**src/rtl/mod_group_ctrl.sv**
```systemverilog
// Packs scrambled bits MSB-first into Qm-bit groups (BPSK/QPSK/16QAM/64QAM) for the modulation mapper.
// Latency: group valid 1 cycle after its Qm-th bit is accepted; Frame_Done 1 cycle after the last handshake.
// Backpressure: SC_Ready drops while a group waits for Mod_Ready; Mod_Bits/Mod_Last hold until the handshake.
//
// Ports:
//   CLK, RST          clock (rising edge), synchronous active-low reset
//   Start, Mod_Sel,   frame start request (IDLE only) with modulation order and symbol count,
//   Num_Sym             both latched on an accepted Start
//   Abort             synchronous abort, returns to IDLE next cycle, overrides everything
//   SC_IN/_Valid/_Ready   scrambled bit input, one bit per accepting cycle
//   Mod_Bits/_Valid/_Ready/_Last  packed group output to the mapper
//   Busy, Frame_Done, Cfg_Err     status: not idle, end-of-frame pulse, zero-length-start pulse
module mod_group_ctrl #(
  parameter int LEN_W = 16,
  parameter int MAXQ  = 6
) (
  input  logic             CLK,
  input  logic             RST,
  input  logic             Start,
  input  logic [1:0]       Mod_Sel,
  input  logic [LEN_W-1:0] Num_Sym,
  input  logic             Abort,
  input  logic             SC_IN,
  input  logic             SC_Valid,
  output logic             SC_Ready,
  output logic [MAXQ-1:0]  Mod_Bits,
  output logic             Mod_Valid,
  input  logic             Mod_Ready,
  output logic             Mod_Last,
  output logic             Busy,
  output logic             Frame_Done,
  output logic             Cfg_Err
);

  typedef enum logic [1:0] {IDLE, ACCUM, EMIT} state_t;

  state_t           state, state_nxt;
  logic [2:0]       qm, qm_dec;
  logic [2:0]       bit_cnt;
  logic [LEN_W-1:0] num_sym, sym_cnt;
  logic [MAXQ-1:0]  shreg, shreg_nxt, mod_bits_q;
  logic             start_ok, cfg_bad, bit_acc, group_done, hs, is_last;

  always_comb begin
    qm_dec = 3'd1;
    case (Mod_Sel)
      2'b00:   qm_dec = 3'd1;
      2'b01:   qm_dec = 3'd2;
      2'b10:   qm_dec = 3'd4;
      default: qm_dec = 3'd6;
    endcase
  end

  // Shifting left places the first bit of a group at [Qm-1] once Qm bits are in;
  // shreg is cleared at each group start so the upper bits stay zero.
  assign shreg_nxt = {shreg[MAXQ-2:0], SC_IN};

  // num_sym is never zero inside a frame, so num_sym-1 cannot underflow there.
  assign is_last = (state == EMIT) && (sym_cnt == num_sym - LEN_W'(1));

  always_ff @(posedge CLK) begin
    if (!RST) state <= IDLE;
    else      state <= state_nxt;
  end

  always_comb begin
    state_nxt  = state;
    SC_Ready   = 1'b0;
    Mod_Valid  = 1'b0;
    start_ok   = 1'b0;
    cfg_bad    = 1'b0;
    bit_acc    = 1'b0;
    group_done = 1'b0;
    hs         = 1'b0;
    case (state)
      IDLE: begin
        if (Start) begin
          if (Num_Sym != '0) begin
            start_ok  = 1'b1;
            state_nxt = ACCUM;
          end else begin
            cfg_bad = 1'b1;
          end
        end
      end
      ACCUM: begin
        SC_Ready   = 1'b1;
        bit_acc    = SC_Valid;
        group_done = SC_Valid && ((bit_cnt + 3'd1) == qm);
        if (group_done) state_nxt = EMIT;
      end
      EMIT: begin
        Mod_Valid = 1'b1;
        hs        = Mod_Ready;
        if (Mod_Ready) state_nxt = is_last ? IDLE : ACCUM;
      end
      default: state_nxt = IDLE;
    endcase
    // Abort wins over Start and over any handshake in the same cycle.
    if (Abort) begin
      state_nxt  = IDLE;
      start_ok   = 1'b0;
      cfg_bad    = 1'b0;
      bit_acc    = 1'b0;
      group_done = 1'b0;
      hs         = 1'b0;
    end
  end

  always_ff @(posedge CLK) begin
    if (!RST) begin
      qm         <= 3'd1;
      num_sym    <= '0;
      sym_cnt    <= '0;
      bit_cnt    <= '0;
      shreg      <= '0;
      mod_bits_q <= '0;
      Frame_Done <= 1'b0;
      Cfg_Err    <= 1'b0;
    end else begin
      Frame_Done <= 1'b0;
      Cfg_Err    <= cfg_bad;
      if (Abort) begin
        sym_cnt    <= '0;
        bit_cnt    <= '0;
        shreg      <= '0;
        mod_bits_q <= '0;
      end else begin
        if (start_ok) begin
          qm      <= qm_dec;
          num_sym <= Num_Sym;
          sym_cnt <= '0;
          bit_cnt <= '0;
          shreg   <= '0;
        end
        if (bit_acc) begin
          if (group_done) begin
            mod_bits_q <= shreg_nxt;
            shreg      <= '0;
            bit_cnt    <= '0;
          end else begin
            shreg   <= shreg_nxt;
            bit_cnt <= bit_cnt + 3'd1;
          end
        end
        if (hs) begin
          sym_cnt <= sym_cnt + LEN_W'(1);
          if (is_last) Frame_Done <= 1'b1;
        end
      end
    end
  end

  assign Mod_Bits = mod_bits_q;
  assign Mod_Last = is_last;
  assign Busy     = (state != IDLE);

endmodule

```
**config.mk**
```make
export PLATFORM = sky130hd
export DESIGN_NAME = mod_group_ctrl
export DESIGN_NICKNAME = d
export VERILOG_FILES = /design/src/rtl/mod_group_ctrl.sv
export SDC_FILE = /design/constraint.sdc
export NUM_CORES = 1
export LEC_CHECK = 0
export BUFFER_PORTS_ARGS = -buffer_cell sky130_fd_sc_hd__buf_4
export CAP_MARGIN = 40
export CORE_AREA = 2 2 78 80
export DETAILED_ROUTE_END_ITERATION = 8
export DIE_AREA = 0 0 80 82
export PLACE_DENSITY = 0.79
export SETUP_SLACK_MARGIN = 0.5
export SYNTH_ARGS = -nofsm -noshare
export SYNTH_HDL_FRONTEND = slang
export SYNTH_SLANG_ARGS = --single-unit
```
**constraint.sdc**
```tcl
create_clock -name CLK -period 3.1 [get_ports CLK]
set_clock_uncertainty 0.2 [all_clocks]
set_input_delay 0.93 -clock CLK [delete_from_list [all_inputs] [get_ports CLK]]
set_output_delay 0.93 -clock CLK [all_outputs]
set_load 0.1 [all_outputs]
```
---- Yosys cells after proc, flatten, opt, wreduce, memory -nomap -nowiden ----
Cells that the tools add are included.
storage, ports and cells
  bits in registers ....................... 53
  input port bits ......................... 25
  output and inout port bits .............. 12
  logic and storage cells ................. 70
operators by class
  $add $sub $neg .......................... 3
  eq/ne operators ......................... 10
  mux-type cells .......................... 29
  bitwise operators ....................... 5
  reductions and logical operators ........ 14
operators by type and width
  kind                                                 count
  2-to-1 mux 16 bit                                    2
  adder 16 x 1 -> 16 bit (second input constant)       1
  == test 16 bit                                       1
  nonzero test 16 bit                                  1
  subtractor 16 x 1 -> 16 bit (second input constant)  1
  2-to-1 mux 1 bit                                     15
  2-to-1 mux 5 bit                                     3
  2-to-1 mux 3 bit                                     3
  case mux 3 bit (3 select lines)                      1
  2-to-1 mux 2 bit                                     4
  inequality test 2 bit (second input constant)        4
  case mux 2 bit (3 select lines)                      1
  nonzero test 2 bit                                   3
  inverter 1 bit                                       5
  == test 2 x 1 -> 1 bit (second input constant)       2
  == test 2 bit (second input constant)                2
  zero test 2 bit                                      2
  AND reduction 2 bit                                  2
  AND reduction 4 bit                                  1
  OR reduction 4 bit                                   1
  adder 3 x 1 -> 3 bit (second input constant)         1
  == test 3 bit                                        1
  OR reduction 3 bit                                   1
  logical AND 1 bit                                    2
  OR reduction 2 bit                                   1

---- Longest topological paths before layout ----
  depth in word-level cells ............... 7
  depth in mapped cells ................... 8
  depth with buffers taken out ............ 8

---- Worst setup path before layout ----
No wires, ideal clock.
  kind .................................... register -> output
  start ................................... register state[1]
  end ..................................... output port Mod_Last
  arrival ................................. 3070 ps
  data required time ...................... 1970 ps
  setup slack ............................. -1100 ps
  cell stages (with the launch flop) ...... 6
  path buffers ............................ 0
  path through ............................ dfxtp_1 > nor2b_1 > nand3_1 > a211o_1 > nor4_1 > and4_4
between the ends
  longest elaborated chain between the ends .. 2
RTL lines
  element                   line  RTL
  start: declaration        37    state_t state, state_nxt;
  start signal: assignment  63    else state <= state_nxt;
  == test 2 bit             59    assign is_last = (state == EMIT) && (sym_cnt == num_sym - LEN_W'(1));
  logical AND 1 bit         59
  end: declaration          29    output logic Mod_Last,
No other way between the ends.

---- Worst setup path in the final report ----
  start ................................... register num_sym[1]
  end ..................................... output port Mod_Last
between the ends
  longest elaborated chain between the ends .. 3
RTL lines
  element                      line  RTL
  start: declaration           40    logic [LEN_W-1:0] num_sym, sym_cnt;
  start signal: assignment     131   num_sym <= Num_Sym;
  subtractor 16 x 1 -> 16 bit  59
  == test 16 bit               59
  logical AND 1 bit            59
No other way between the ends.

==> key figures <==
Worst setup path
  • Crit path cell chain: inv_2 > ha_4 > or4b_4 > or3_1 > a211o_1 > nor4_2 > and4_4 > buf_12
  • Critical-path top delay cell: or4b_4
  • Setup CP Type: flop to output port
  • Crit path DAT: roughly 2.6 ns
  • Worst Path Required: between 1.5 and 2 ns
  • Crit path max-delay family: simple AND/OR/NAND/NOR gates
  • Worst Setup End Kind: output port
  • Worst R2R Setup Slack: 0.52 ns
  • Critical Path Fanout Max: 2
  • Crit path launch type: flop
  • Crit path buf inv count: 2
  • Slowest stage delay, CP: 0.45 ns

Pwr
  • Pleak: ~1.4 nW
  • Overall Power: about 1.4 mW
  • Pwr/cell area: between 400 and 500 nW/um^2
  • Peak VDD IR: 0.335 mV

CTS
  • Later-pin clock latency in the skew report: 0.31 ns
  • Clock sinks: 53
  • CTS Buf Count: 5
  • Root buf cell: clkbuf_8
  • Max Root-Sink Buffers: 2
  • Cts hold-fix bufs: 0
  • H-tree lvl count: 2
  • Clock Pin Slew Worst Setup and Hold Paths: 0.10 ns
  • CTS tree: built

Timing
  • Relative slew slack: 0.556
  • Fmax: approximately 270 MHz
  • Max-slew violation count: 0
  • RSZ-0062 raised after global routing: true
  • Final Critical Period: 3.70 ns
  • Final period utilization: 1.19
  • Final setup vio count: 1
  • Worst-margin pin slew: about 0.67 ns
  • Worst setup margin: -0.597 ns
  • Final Hold Fails: 0

Die
  • Area of the core: roughly 5700 sq um
  • Die Y: a little over 80 um
  • Row Count: 28
  • # IOs: 37
  • Starting density of the core: 0.481
  • Die W: about 80 um
  • Die area: 6560 sq um

Routing
  • Drt first-iter violations: 186
  • DRT Pass-1 Iters: 5
  • Routed len/inst: 14.5 um
  • Via count: approximately 2,700
  • Routed Antenna Nets: 0
  • Vias/cell: around 5.6
  • DRC Markers: 0
  • DRT Wirelength: about 7000 um

Outcome
  • Outcome: finished with violations
  • Failing checks: setup timing

Global routing
  • Initial antenna violation count: 0
  • First-pass GRT wire length: about 12,000 um
  • Vias in the first global route: between 2,000 and 3,000
  • GRT Overall Usage: 0.227
  • Largest net degree at the start of global routing: 21
  • Total gr overflow: 0

Placement
  • Routability Congestion: about 0.89
  • Detailed-placement wirelength estimate: between 5000 and 6000 um
  • I/O Buffers: 36
  • Area after DPL: roughly 3400 sq um
  • Placed cell count: about 470

Logic synthesis
  • Main combinational cell family by area after synthesis: simple AND/OR/NAND/NOR gates
  • Synth top area cells: dfxtp_1 (38%), nand2_1 (7.2%), a21boi_0 (5.2%)
  • Mapped Area: ~2800 sq um
  • Compound-Gate Fraction of Synth Area: 0.177
  • Synth Area in Simple Gates: 0.288
  • Ys async rst share: 0
  • Mux contribution to synthesized area: 0.0326
  • Post-Synth XOR/XNOR Area: 0.0778
  • Flop and latch count out of synthesis: 53
  • Ys Warns: 0
  • Synth unique cells: 44
  • Synthesized instance count: roughly 340
  • Syn avg cell area: a little over 8 sq um
  • Predominant post-synthesis flop cell: dfxtp_1
  • Synth top area share: 0.384
  • Synth area leader: dfxtp_1
  • Adder-cell share of the synthesized area: 0.0136
  • Register area share after synthesis: 0.384
  • Mapped Nets: 369
  • EDFF count, synth: 0

Layout
  • Layout cells sized above 1: 0.264
  • Final nets: between 400 and 500
  • Post-synthesis to final-layout area growth: 28.6%
  • Final instance area: about 3600 sq um
  • # diodes: 0
  • Final std cells w/o fill: between 400 and 500
  • Fin util: 0.619

Flow run
  • Max-Cap Viols: 0

Hold path
  • Hold crit path type: flop to flop
## final cells by class
type / instances / area (sq um)
inverters: 3 / 11.3
fillers: 476 / 2190
well taps: 75 / 93.8
clock buffers: 6 / 82.6
multi-input cells: 270 / 1710
clock inverters: 2 / 37.5
repair buffers: 72 / 557
flip-flops and latches: 53 / 1070
## Yosys cell counts (3+ instances only)
| master | number |
|---|---|
| nor3_1 | 10 |
| nand3_1 | 13 |
| ha_1 | 3 |
| a311oi_1 | 3 |
| nand2_1 | 53 |
| xor2_1 | 7 |
| nor2b_1 | 7 |
| a22oi_1 | 7 |
| a21boi_0 | 19 |
| and2_1 | 4 |
| o21ai_0 | 12 |
| nand3b_1 | 3 |
| or4_1 | 3 |
| o211ai_1 | 4 |
| or3_1 | 6 |
| nand4_1 | 4 |
| inv_1 | 3 |
| a21oi_1 | 14 |
| mux2i_1 | 9 |
| nor2_1 | 38 |
| dfxtp_1 | 53 |
| nor4_1 | 10 |
| o31ai_1 | 3 |
| clkbuf_1 | 14 |
| xnor2_1 | 15 |
## routing by layer
| metal | track usage | wire [um] |
|---|---|---|
| met1 | 0.277 | 3080 |
| met2 | 0.415 | 3560 |
| met3 | 0.0363 | 292 |
| met4 | 0.0610 | 57 |
| met5 | 0 | 0 |
## flip-flops by register name, summed over array words and instances (netlist names)
register,cells
sym_cnt,16
num_sym,16
qm,3
Cfg_Err,1
state,2
Frame_Done,1
bit_cnt,3
shreg,5
Mod_Bits,6
## power by group
group	leakage, nW	internal (mW)	switching (mW)
combinational	0.900	0.122	0.129
sequential	0.431	0.694	0.0104
clock	0.0574	0.263	0.230
total	1.39	1.08	0.370
## cell families after synthesis
group | Yosys count
buf+inv | 18
mux | 9
compound gates | 72
xor+xnor | 23
flops | 53
simple gates | 163
fa+ha+maj | 3
## worst paths after layout
check                           cells after the start               startpoint                      end
worst max-delay path                                8  num_sym[1]$_SDFFE_PN0P_                 Mod_Last
worst min-delay path                                2  num_sym[3]$_SDFFE_PN0P_  num_sym[3]$_SDFFE_PN0P_
worst max register to register                      9  num_sym[1]$_SDFFE_PN0P_    Frame_Done$_SDFF_PP0_
worst min register to register                      2  num_sym[3]$_SDFFE_PN0P_  num_sym[3]$_SDFFE_PN0P_
## layout by cell type, fill, tap and decap left out, drive strengths merged, types with 6 or more instances in the layout
master,n
a21boi,19
a21oi,14
a22oi,7
buf,72
clkbuf,6
dfxtp,53
mux2i,9
nand2,53
nand3,13
nor2,38
nor2b,7
nor3,10
nor4,10
o21ai,12
or3,6
xnor2,15
xor2,7
## metrics by stage
stage | setup TNS [ns] | hold slack, ns | setup slack (ns)
after global routing | -0.651 | 0.321 | -0.651
final | -0.597 | 0.290 | -0.597
after floorplan | -0.213 | 0.255 | -0.213
after detailed placement | -0.395 | 0.282 | -0.395
after global placement | -0.349 | 0.270 | -0.349
after CTS | -0.577 | 0.295 | -0.577
## repair_timing
action / CTS / global route
endpoints found under the setup margin: 3 / 38
endpoints found under the hold margin: 0 / 0
cloned: 0 / 0
resized for setup: 5 / 8
buffers inserted: 0 / 1
pin swaps: 0 / 2
## tightest hold or removal path, stage by stage (launching register included)
cell	delay [ns]
dfxtp_2	0.34
nand2_1	0.05
a21boi_0	0.06
(Power assumes the default switching activity.)
